`src/rtl/gpio_ahb_irq.sv`:
```
// rtl/gpio_ahb_irq.sv - AHB-Lite GPIO slave with atomic output ops, byte lanes and per-pin interrupts
// Optional input debounce filter enabled by GPIO_AHB_IRQ_DEBOUNCE_EN
module gpio_ahb_irq #(
    parameter int                gpio_w  = 8,
    parameter logic [gpio_w-1:0] gpo_rst = '0
) (
    input  logic              hclk,
    input  logic              hresetn,
    input  logic [5:0]        haddr,
    output logic [31:0]       hrdata,
    input  logic [31:0]       hwdata,
    input  logic              hsel,
    input  logic              hwrite,
    input  logic [1:0]        htrans,
    input  logic [2:0]        hsize,
    input  logic [2:0]        hburst,
    output logic [1:0]        hresp,
    output logic              hready,
    output logic              irq,
    input  logic [gpio_w-1:0] gpi,
    output logic [gpio_w-1:0] gpo,
    output logic [gpio_w-1:0] gpd
);
    localparam logic [3:0] reg_gpi   = 4'h0;
    localparam logic [3:0] reg_gpo   = 4'h1;
    localparam logic [3:0] reg_gpd   = 4'h2;
    localparam logic [3:0] reg_set   = 4'h3;
    localparam logic [3:0] reg_clr   = 4'h4;
    localparam logic [3:0] reg_tgl   = 4'h5;
    localparam logic [3:0] reg_ie    = 4'h6;
    localparam logic [3:0] reg_itype = 4'h7;
    localparam logic [3:0] reg_ipol  = 4'h8;
    localparam logic [3:0] reg_istat = 4'h9;
    localparam logic [3:0] reg_dbdiv = 4'hA;
`ifdef GPIO_AHB_IRQ_DEBOUNCE_EN
    localparam logic [3:0] last_reg  = reg_dbdiv;
`else
    localparam logic [3:0] last_reg  = reg_istat;
`endif

    logic              accept, legal, wr, err1, err2;
    logic              dp_valid, dp_write;
    logic [5:0]        dp_addr;
    logic [3:0]        strb, dp_strb;
    logic [31:0]       mask, wdm, rd_val;
    logic [gpio_w-1:0] s1, s2, s3, cur, prev, ev, w1c;
    logic [gpio_w-1:0] gpo_q, gpd_q, ie_q, itype_q, ipol_q, istat_q;

    assign accept = hsel & htrans[1] & hready;
    assign legal  = (hsize <= 3'd2) && (haddr[5:2] <= last_reg);

    always_comb begin
        strb = 4'b1111;
        case (hsize)
            3'd0:    strb = 4'b0001 << haddr[1:0];
            3'd1:    strb = haddr[1] ? 4'b1100 : 4'b0011;
            default: strb = 4'b1111;
        endcase
    end

    // err1 is the stalled first ERROR cycle, err2 the completing one
    always_ff @(posedge hclk or negedge hresetn) begin
        if (!hresetn) begin
            dp_valid <= 1'b0;
            dp_write <= 1'b0;
            dp_addr  <= '0;
            dp_strb  <= '0;
            err1     <= 1'b0;
            err2     <= 1'b0;
        end else begin
            dp_valid <= accept & legal;
            err1     <= accept & ~legal;
            err2     <= err1;
            if (accept) begin
                dp_write <= hwrite;
                dp_addr  <= haddr;
                dp_strb  <= strb;
            end
        end
    end

    assign hready = ~err1;
    assign hresp  = {1'b0, err1 | err2};
    assign mask   = {{8{dp_strb[3]}}, {8{dp_strb[2]}}, {8{dp_strb[1]}}, {8{dp_strb[0]}}};
    assign wdm    = hwdata & mask;
    assign wr     = dp_valid & dp_write;

    always_ff @(posedge hclk or negedge hresetn) begin
        if (!hresetn) begin
            s1 <= '0;
            s2 <= '0;
            s3 <= '0;
        end else begin
            s1 <= gpi;
            s2 <= s1;
            s3 <= s2;
        end
    end

`ifdef GPIO_AHB_IRQ_DEBOUNCE_EN
    logic [15:0]       dbdiv_q, pre_cnt;
    logic              tick;
    logic [gpio_w-1:0] cand, filt, filt_d;
    logic [1:0]        stab [gpio_w];
    logic              unused_ok;

    assign tick = (pre_cnt == dbdiv_q);

    // A pin's filtered value follows its candidate only after three stable ticks
    always_ff @(posedge hclk or negedge hresetn) begin
        if (!hresetn) begin
            dbdiv_q <= '0;
            pre_cnt <= '0;
            cand    <= '0;
            filt    <= '0;
            filt_d  <= '0;
            for (int i = 0; i < gpio_w; i++) stab[i] <= 2'd0;
        end else begin
            if (wr && dp_addr[5:2] == reg_dbdiv) begin
                dbdiv_q <= (dbdiv_q & ~mask[15:0]) | wdm[15:0];
                pre_cnt <= '0;
            end else begin
                pre_cnt <= tick ? 16'd0 : pre_cnt + 16'd1;
            end
            filt_d <= filt;
            for (int i = 0; i < gpio_w; i++) begin
                if (s2[i] != cand[i]) begin
                    cand[i] <= s2[i];
                    stab[i] <= 2'd0;
                end else if (tick && stab[i] != 2'd3) begin
                    stab[i] <= stab[i] + 2'd1;
                end
                if (stab[i] == 2'd3) filt[i] <= cand[i];
            end
        end
    end

    assign cur       = filt;
    assign prev      = filt_d;
    assign unused_ok = ^{hburst, hwdata, mask, wdm, dp_addr, s3};
`else
    logic unused_ok;

    assign cur       = s2;
    assign prev      = s3;
    assign unused_ok = ^{hburst, hwdata, mask, wdm, dp_addr};
`endif

    assign ev  = (itype_q & ((ipol_q & cur & ~prev) | (~ipol_q & ~cur & prev)))
               | (~itype_q & ~(cur ^ ipol_q));
    assign w1c = (wr && dp_addr[5:2] == reg_istat) ? wdm[gpio_w-1:0] : {gpio_w{1'b0}};

    // OR-ing ev after the clear lets a simultaneous event win over W1C
    always_ff @(posedge hclk or negedge hresetn) begin
        if (!hresetn) begin
            gpo_q   <= gpo_rst;
            gpd_q   <= '0;
            ie_q    <= '0;
            itype_q <= '0;
            ipol_q  <= '0;
            istat_q <= '0;
        end else begin
            istat_q <= (istat_q & ~w1c) | ev;
            if (wr) begin
                case (dp_addr[5:2])
                    reg_gpo:   gpo_q   <= (gpo_q & ~mask[gpio_w-1:0]) | wdm[gpio_w-1:0];
                    reg_gpd:   gpd_q   <= (gpd_q & ~mask[gpio_w-1:0]) | wdm[gpio_w-1:0];
                    reg_set:   gpo_q   <= gpo_q | wdm[gpio_w-1:0];
                    reg_clr:   gpo_q   <= gpo_q & ~wdm[gpio_w-1:0];
                    reg_tgl:   gpo_q   <= gpo_q ^ wdm[gpio_w-1:0];
                    reg_ie:    ie_q    <= (ie_q & ~mask[gpio_w-1:0]) | wdm[gpio_w-1:0];
                    reg_itype: itype_q <= (itype_q & ~mask[gpio_w-1:0]) | wdm[gpio_w-1:0];
                    reg_ipol:  ipol_q  <= (ipol_q & ~mask[gpio_w-1:0]) | wdm[gpio_w-1:0];
                    default:   ;
                endcase
            end
        end
    end

    always_comb begin
        rd_val = 32'd0;
        case (dp_addr[5:2])
            reg_gpi:   rd_val = 32'(cur);
            reg_gpo:   rd_val = 32'(gpo_q);
            reg_gpd:   rd_val = 32'(gpd_q);
            reg_ie:    rd_val = 32'(ie_q);
            reg_itype: rd_val = 32'(itype_q);
            reg_ipol:  rd_val = 32'(ipol_q);
            reg_istat: rd_val = 32'(istat_q);
`ifdef GPIO_AHB_IRQ_DEBOUNCE_EN
            reg_dbdiv: rd_val = {16'd0, dbdiv_q};
`endif
            default:   rd_val = 32'd0;
        endcase
    end

    assign hrdata = (dp_valid & ~dp_write) ? rd_val : 32'd0;
    assign irq    = |(istat_q & ie_q);
    assign gpo    = gpo_q;
    assign gpd    = gpd_q;
endmodule

```
`config.mk`:
```
export PLATFORM = sky130hd
export DESIGN_NAME = gpio_ahb_irq
export DESIGN_NICKNAME = d
export VERILOG_FILES = /design/src/rtl/gpio_ahb_irq.sv
export SDC_FILE = /design/constraint.sdc
export NUM_CORES = 1
export LEC_CHECK = 0
export ABC_CLOCK_PERIOD_IN_PS = 1760
export BUFFER_PORTS_ARGS = -buffer_cell sky130_fd_sc_hd__buf_2
export CORE_ASPECT_RATIO = 1.5
export CORE_MARGIN = 5
export CORE_UTILIZATION = 48
export DETAILED_ROUTE_END_ITERATION = 7
export PLACE_DENSITY = 0.76
export SLEW_MARGIN = 20
export SYNTH_ARGS = -nofsm -noshare
export SYNTH_HDL_FRONTEND = slang
export SYNTH_SLANG_ARGS = --single-unit
export TNS_END_PERCENT = 1
```
`constraint.sdc`:
```
create_clock -name hclk -period 1.76 [get_ports hclk]
set_input_delay 0.352 -clock hclk [delete_from_list [all_inputs] [get_ports hclk]]
set_output_delay 0.352 -clock hclk [all_outputs]
set_load 0.01 [all_outputs]
```
==> results of run 1 <==
[cell usage after synthesis, drive strengths merged, types with 2 or more instances]
library cell	n	area share, %
or2	2	0.29
nand3	4	0.59
nor2b	7	1.0
a32oi	4	0.82
a22oi	20	3.5
dfrtp	81	48
inv	19	1.7
and3b	2	0.41
buf	33	5.7
mux2	39	10
o21ai	22	2.6
a21o	2	0.35
nor3b	2	0.59
nand2	22	2.0
nor3	3	0.73
o211ai	23	4.0
and2	2	0.35
a31oi	2	0.29
nand2b	10	1.5
a21oi	9	1.1
o32a	4	0.94
clkbuf	8	0.70
ha	24	7.0
a22o	12	2.5
nor2	5	0.44
nand4	2	0.29
nand3b	3	0.53
[routing by layer]
layer	vias up	global-route usage (%)
met5	-	0
met4	0	12.8
met3	47	4.94
met2	174	35.6
met1	1745	24.6
li1	1530	-
[worst min-delay path by stage]
stage | depth (start not counted) | slack [ps] | end
2_1_floorplan | 0 | 60 | asynchronous set/reset pin
3_3_place_gp | 1 | 260 | s1[2]
3_5_place_dp | 1 | 260 | s1[2]
4_1_cts | 1 | 110 | s1[2]
5_1_grt | 1 | 110 | s1[1]
6_report | 1 | 110 | s1[2]
[cell families (layout without fill, tap and decap cells)]
family / after synthesis / in the layout / share of synthesized area, %
flops: 81 / 81 / 47.5
buf+inv: 60 / 141 / 8.04
simple gates: 68 / 68 / 9.53
other cells: 1 / 25 / 0.0879
mux: 40 / 40 / 10.5
fa+ha+maj: 24 / 24 / 7.04
compound gates: 103 / 103 / 17.3
[through the flow]
step	instances	cell area (um2)	power (mW)
3_3_place_gp	575	4950	3.22
6_report	592	5360	5.26
4_1_cts	592	5320	5.24
5_1_grt	592	5360	5.48
3_5_place_dp	575	4950	3.27
2_1_floorplan	401	4420	2.80
[what timing repair did]
item	in CTS	in global routing
setup endpoints to repair	27	56
hold endpoints to repair	19	0
resized for setup	10	10
hold buffers	1	0
pin swaps	0	1
[final cells by class]
type / instances / area (um2)
inverter: 19 / 71.3
clock inverter: 4 / 50.0
sequential: 81 / 2030
timing repair buffer: 106 / 719
multi-input combinational: 260 / 2080
clock buffer: 12 / 267
fill: 707 / 3420
tap: 110 / 138
[power breakdown]
part | internal (mW) | leakage (nW) | total, mW | switching [mW]
combinational | 0.553 | 1.38 | 1.19 | 0.633
sequential | 1.99 | 0.940 | 2.13 | 0.138
clock | 1.21 | 0.151 | 1.94 | 0.734
total | 3.75 | 2.47 | 5.26 | 1.50
==> flow_summary.yaml, run 1 <==
cells_and_area:
  drive_gt1_share_pct: 39.4
  layout_commonest_cell: "dfrtp_1"
  areaGrowthSynthToFinish_pct: 25.6
  final_util_pct: 61.1
  num_antenna_cells: 0
  final_nets: 559
  final_cell_mix: "78 x dfrtp_1, 55 x buf_2, 39 x mux2_2, 39 x buf_4, 25 x conb_1"
global_route:
  grt_pass1_wl_um: 18000
  antenna_found_initial: 0
  grt_max_degree: 46
  grt_pass1_vias: 3661
  grt_use_total_pct: 21.5
  grt-ovfl-total: 0
placed_design:
  portBuffers: 56
  place.gp.congestion: 0.931
  dpl.hpwl_um: 8190
  pre_cts_slack_ps: -199
critical_path:
  worstRegToRegCells: 6
  setup.worst_path.start: "dp_addr[5]"
  critPathLaunchType: "register"
  cp.depth: 6
  cp-endpoint: "hrdata[4]"
  cp_cell_sequence: "and2b_2, a21oi_1, or3b_4, buf_6, a31oi_4, buf_2"
  required_ps: 1410
  cpPeakStageDelay_ps: 440
  crit_slowest_cell: "dfrtp_2"
  critPathKind: "register to output port"
  crit_fanout: 5
  crit_family: "simple AND/OR/NAND/NOR gates"
  cp-end-kind: "output port"
  cp.arrival_ps: 1950
  crit_buf_inv: 2
  r2r_end: "istat_q[2]"
  reg2reg_setup_slack_ps: -60
  rr_startpoint: "dp_addr[2]"
clocking:
  cts_setup_buffers: 0
  cts_root_buf: "clkbuf_16"
  htree_num_levels: 3
  cts_tree: "yes"
  cts.clk_slew.worst_paths_ps: 60
  clk_latency_ps: 340
  cts_buffers: 9
  clk_path_buf_depth: 2
  clock-sinks: 81
sta:
  fin_ws_ps: -537
  rsz0062_at_grt: "true"
  finalMaxSlewViolations: 0
  tns_ps: -4250
  min_period_ps: 2300
  fin_skew_ps: 5.00
  max_clock_freq_mhz: 435
  whs_ps: 114
  hold_viol: 0
  finalSetupViolations: 18
  min_period_over_period_pct: 131
synth:
  synth_ff_type: "dfrtp_1"
  synth_cells: 377
  synth-seq-cells: 81
  synth_async_sr_flop_share_pct: 100
  synth_cell_types: 47
  ys_warn_count: 0
  netlist_area_um2: 4270
  synth_edf_count: 0
  synth_seq_area_share_pct: 47.5
  syn_area_per_cell_um2: 11.3
floorplan:
  dieArea_um2: 10900
  chipHeight_um: 125
  io_pins: 110
  initial_core_util_pct: 48.6
  core_area_um2: 8780
  row_count: 42
  die_w_um: 87.0
route:
  vias: 3496
  first_pass_iters: 6
  ant_nets: 0
  drc: 0
  wl_met2_um: 5740
  wl_met3_um: 833
  maxUsedRoutingLayer: "met4"
  wl_per_cell_um: 19.0
  wl_met1_um: 4180
  vias_per_cell: 5.91
  wirelength_um: 11300
  first_iter_violations: 219
pwr:
  peakVddDrop_v: 0.000686
  leakagePower_nw: 2.47
  p_per_area_nw_per_um2: 981
flow_run:
  max-cap-violations: 0
status:
  violations: "negative setup slack"
  status: "finished, violations left"
worst_hold_path:
  min_from: "gpi[2]"
  min_path_type: "primary input to register"
Note: power is estimated with default switching activity, not from simulation.
==> run 2: changes to the inputs <==
CORE_ASPECT_RATIO = 1.75   (was 1.5)
==> run 2 against run 1 <==
Effect of this change:
- the flow still finishes with violations (negative setup slack)
- worst hold slack better by 1.1 ps
- final cell count is 0.51% higher
- power is 1.3% lower
- sequential share of layout area is 0.35 points higher
- clock power hardly changed
- final area is 0.91% lower
- die area is 0.32% higher
- fmax is 2.5% higher
- routed wire length is 2.7% lower
- global-route usage is 0.099 points higher
- utilization is 0.18 points higher
- largest cell class unchanged
==> flow_summary.yaml, run 2 (same netlist as run 1, synthesis figures left out) <==
status:
  status: "finished, violations left"
  violations: "negative setup slack"
cells_and_area:
  seq_area_um2: 2030
  final_cell_mix: "78 x dfrtp_1, 54 x buf_2, 40 x buf_4"
  final_nets: 555
  drive_gt1_share_pct: 38.1
  fill_cells: 705
  design_area_um2: 5310
  areaGrowthSynthToFinish_pct: 24.5
  layout_commonest_cell: "dfrtp_1"
  final_cells: 595
  multi_input_area_um2: 2090
  num_antenna_cells: 0
sta:
  rsz0062_at_grt: "true"
  fin_skew_ps: 5.47
  min_period_over_period_pct: 127
  finalMaxSlewViolations: 0
  tns_ps: -3660
  max_clock_freq_mhz: 446
  min_period_ps: 2240
  hold_viol: 0
  fin_ws_ps: -482
  finalSetupViolations: 8
clocking:
  htree_num_levels: 3
  clk_path_buf_depth: 2
  cts_tree: "yes"
  clock-sinks: 81
  cts_root_buf: "clkbuf_16"
  clk_latency_ps: 340
  cts.clk_slew.worst_paths_ps: 60
  cts_buffers: 9
floorplan:
  core_area_um2: 8670
  initial_core_util_pct: 49.2
  dieArea_um2: 10900
  die_w_um: 81.3
  io_pins: 110
  row_count: 45
  chipHeight_um: 135
route:
  first_pass_iters: 5
  drc: 0
  wl_per_cell_um: 18.4
  vias: 3370
  vias_per_cell: 5.66
  wirelength_um: 11000
  first_iter_violations: 213
  ant_nets: 0
global_route:
  grt_max_degree: 53
  grt-ovfl-total: 0
  grt_pass1_wl_um: 17700
  antenna_found_initial: 0
  grt_pass1_vias: 3563
  grt_use_total_pct: 21.6
critical_path:
  crit_fanout: 8
  cp.arrival_ps: 1890
  required_ps: 1410
  critPathKind: "register to output port"
  cp-end-kind: "output port"
  critPathLaunchType: "register"
pwr:
  peakVddDrop_v: 0.000851
  leakagePower_nw: 2.43
  p_per_area_nw_per_um2: 977
placed_design:
  dp.cells: 578
  portBuffers: 56
  place_area_um2: 4920
  place.gp.congestion: 0.930
  dpl.hpwl_um: 8130
flow_run:
  max-cap-violations: 0
worst_hold_path:
  min_path_type: "primary input to register"
[run 2: cell count changes in the layout (fill, tap and decap cells not counted), sizes merged]
| cell | previous run | this run |
|---|---|---|
| buf | 105 | 101 |
| clkinvlp | 2 | 0 |
| clkbuf | 12 | 14 |
[run 2: routing by layer]
| layer | vias to the layer above | global-route usage, % | wire (um) | part of all wire (%) |
|---|---|---|---|---|
| met2 | 145 | 36.1 | 5750 | 52 |
| met1 | 1673 | 23.6 | 4090 | 37 |
| met3 | 32 | 5.87 | 692 | 6.3 |
| met5 | - | 0 | 0 | 0 |
| met4 | 0 | 13.3 | 428 | 3.9 |
| li1 | 1520 | - | - | - |
[run 2: worst max-delay path, cell delays in order (launching register included)]
cell and delay (ps):
dfrtp_1 420, buf_6 140, nor2_4 100, a21oi_2 50
or3b_1 360, buf_6 170, a31oi_4 150, buf_2 150
[run 2: final cells by class]
| class | instances | share of cell area, % |
|---|---|---|
| Multi-Input combinational cell | 260 | 39.3 |
| Sequential cell | 81 | 38.2 |
| Timing Repair Buffer | 102 | 12.6 |
| Clock buffer | 14 | 5.16 |
| Tap cell | 117 | 2.76 |
| Inverter | 19 | 1.34 |
| Clock inverter | 2 | 0.660 |
[run 2: worst paths after layout]
kind	startpoint	endpoint	slack (ps)	depth (start not counted)
setup / recovery	dp_addr[3]	hrdata[4]	-480	7
hold / removal	gpi[5]	s1[5]	110	1
setup reg to reg	dp_addr[4]	register	10	6
hold reg to reg	s1[7]	cur[7]	350	0
max in group asynchronous	hresetn	dp_strb[0]	850	3
min in group asynchronous	hresetn	istat_q[1]	380	2
[run 2: metrics by stage]
step,worst slack (ps),hold WS [ps],util (%),power [mW]
final,-482,115,61.3,5.19
after floorplan,-11.2,56.4,-,2.80
after global routing,-581,105,61.3,5.43
after detailed placement,-181,182,56.7,3.24
after global placement,-147,179,56.7,3.19
after CTS,-476,106,61.0,5.20
[run 2: power by group]
group / switching, mW / leakage [nW] / total [mW] / internal, mW
combinational: 0.601 / 1.34 / 1.13 / 0.530
clock: 0.702 / 0.153 / 1.91 / 1.21
sequential: 0.152 / 0.940 / 2.14 / 1.99
total: 1.46 / 2.43 / 5.19 / 3.73
[run 2: repair_timing]
action,CTS,global route
hold buffers,1,0
setup endpoints to repair,29,37
buffers inserted,0,0
resized for setup,12,4
cloned,0,0
endpoints found under the hold margin,6,0
pin swaps,3,7
==> run 3: changes to the inputs <==
SKIP_CTS_REPAIR_TIMING = 1   (was default)
==> run 3 against run 2 <==
Effect of this change:
- worst setup slack got worse by 14 ps
- largest power group unchanged
- the run still ends with negative setup slack left
- non-clock buffer count unchanged
- clock skew increased by 0.63 ps
- flip-flop and latch count unchanged
- global-route usage decreased by 0.21 points
- final cell count unchanged
- highest routed layer unchanged
- worst hold slack improved by 1.8 ps
- critical path depth unchanged
- fmax decreased by 0.63%
- register-to-register slack improved by 30 ps
==> flow_summary.yaml, run 3 (same netlist as run 1, synthesis figures left out) <==
floorplan:
  initial_core_util_pct: 49.2
  chipHeight_um: 135
  dieArea_um2: 10900
  io_pins: 110
  die_w_um: 81.3
  core_area_um2: 8670
  row_count: 45
clocking:
  cts_root_buf: "clkbuf_16"
  clock-sinks: 81
  htree_num_levels: 3
  clk_path_buf_depth: 2
  cts.clk_slew.worst_paths_ps: 60
  cts_tree: "yes"
  clk_latency_ps: 340
  cts_buffers: 9
global_route:
  grt_pass1_vias: 3528
  grt-ovfl-total: 0
  antenna_found_initial: 0
  grt_use_total_pct: 21.4
  grt_max_degree: 53
  grt_pass1_wl_um: 17500
cells_and_area:
  final_util_pct: 61.1
  design_area_um2: 5300
  fill_cells: 707
  multi_input_area_um2: 2080
  areaGrowthSynthToFinish_pct: 24.2
  drive_gt1_share_pct: 37.9
  num_antenna_cells: 0
  seq_area_um2: 2030
  final_cell_mix: "78 x dfrtp_1, 54 x buf_2, 41 x buf_4"
  layout_commonest_cell: "dfrtp_1"
  final_nets: 555
route:
  vias_per_cell: 5.64
  first_iter_violations: 259
  drc: 0
  first_pass_iters: 4
  ant_nets: 0
  vias: 3353
  wl_per_cell_um: 18.2
  wirelength_um: 10800
placed_design:
  portBuffers: 56
  place_area_um2: 4920
  place.gp.congestion: 0.930
  dpl.hpwl_um: 8130
critical_path:
  critPathLaunchType: "register"
  required_ps: 1410
  critPathKind: "register to output port"
  worstRegToRegCells: 6
  cp-end-kind: "output port"
  cp.arrival_ps: 1900
  crit_fanout: 8
status:
  violations: "negative setup slack"
  status: "finished, violations left"
sta:
  finalMaxSlewViolations: 0
  max_clock_freq_mhz: 443
  fin_skew_ps: 6.10
  fin_ws_ps: -496
  hold_viol: 0
  finalSetupViolations: 8
  rsz0062_at_grt: "true"
  min_period_over_period_pct: 128
  min_period_ps: 2260
worst_hold_path:
  min_path_type: "primary input to register"
  min_delay_path_depth: 1
pwr:
  leakagePower_nw: 2.44
  peakVddDrop_v: 0.000852
  p_per_area_nw_per_um2: 976
flow_run:
  max-cap-violations: 0
## run 3: cell count changes in the layout (fill, tap and decap cells not counted)
cell | previous run | this run
and4bb_4 | 1 | 0
buf_4 | 40 | 41
a21oi_2 | 6 | 5
a21oi_1 | 3 | 4
a32oi_1 | 3 | 4
and4bb_2 | 0 | 1
buf_6 | 6 | 5
and3_2 | 0 | 1
nand2_4 | 0 | 1
nand2_2 | 1 | 0
and3_1 | 1 | 0
a32oi_2 | 1 | 0
## run 3: final timing paths
check / startpoint / endpoint / slack [ps]
max in group asynchronous: hresetn / dp_strb[0] / 850
hold / removal: gpi[5] / s1[5] / 120
setup / recovery: dp_addr[3] / hrdata[4] / -500
hold reg to reg: s1[7] / cur[7] / 350
min in group asynchronous: hresetn / istat_q[1] / 380
setup reg to reg: dp_addr[3] / register / 40
## run 3: power breakdown
part	internal (mW)	leakage [nW]	total (mW)	switching, mW
combinational	0.522	1.35	1.12	0.593
clock	1.21	0.153	1.91	0.700
sequential	1.99	0.940	2.14	0.151
## run 3: stage by stage
step | instances | hold WS [ps] | setup slack, ps | setup TNS (ps) | power (mW)
after detailed placement | 578 | 182 | -181 | -2670 | 3.24
final | 595 | 117 | -496 | -3740 | 5.17
after CTS | 594 | -180 | -554 | -5910 | 5.17
after global routing | 595 | 105 | -578 | -4840 | 5.42
after global placement | 578 | 179 | -147 | -1230 | 3.19
after floorplan | 401 | 56.4 | -11.2 | -22.4 | 2.80
## run 3: worst max-delay path: stages (launching register included)
cell     delay (ps)
dfrtp_1         420
buf_6           140
nor2_4           80
a21oi_1          60
or3b_1          390
buf_6           170
a31oi_4         150
buf_2           150
## run 3: layout make-up
class	instances	share of cell area (%)
clock buffer	14	5.17
clock inverter	2	0.661
inverter	19	1.35
multi-input combinational	260	39.2
sequential	81	38.3
tap	117	2.76
timing repair buffer	102	12.5
## run 3: metal layers
layer / share of wire (%) / up-vias / track usage, %
met3: 7.1 / 26 / 5.54
met1: 36 / 1665 / 23.8
met5: 0 / - / 0
li1: - / 1521 / -
met4: 3.7 / 0 / 13.2
met2: 53 / 141 / 35.5
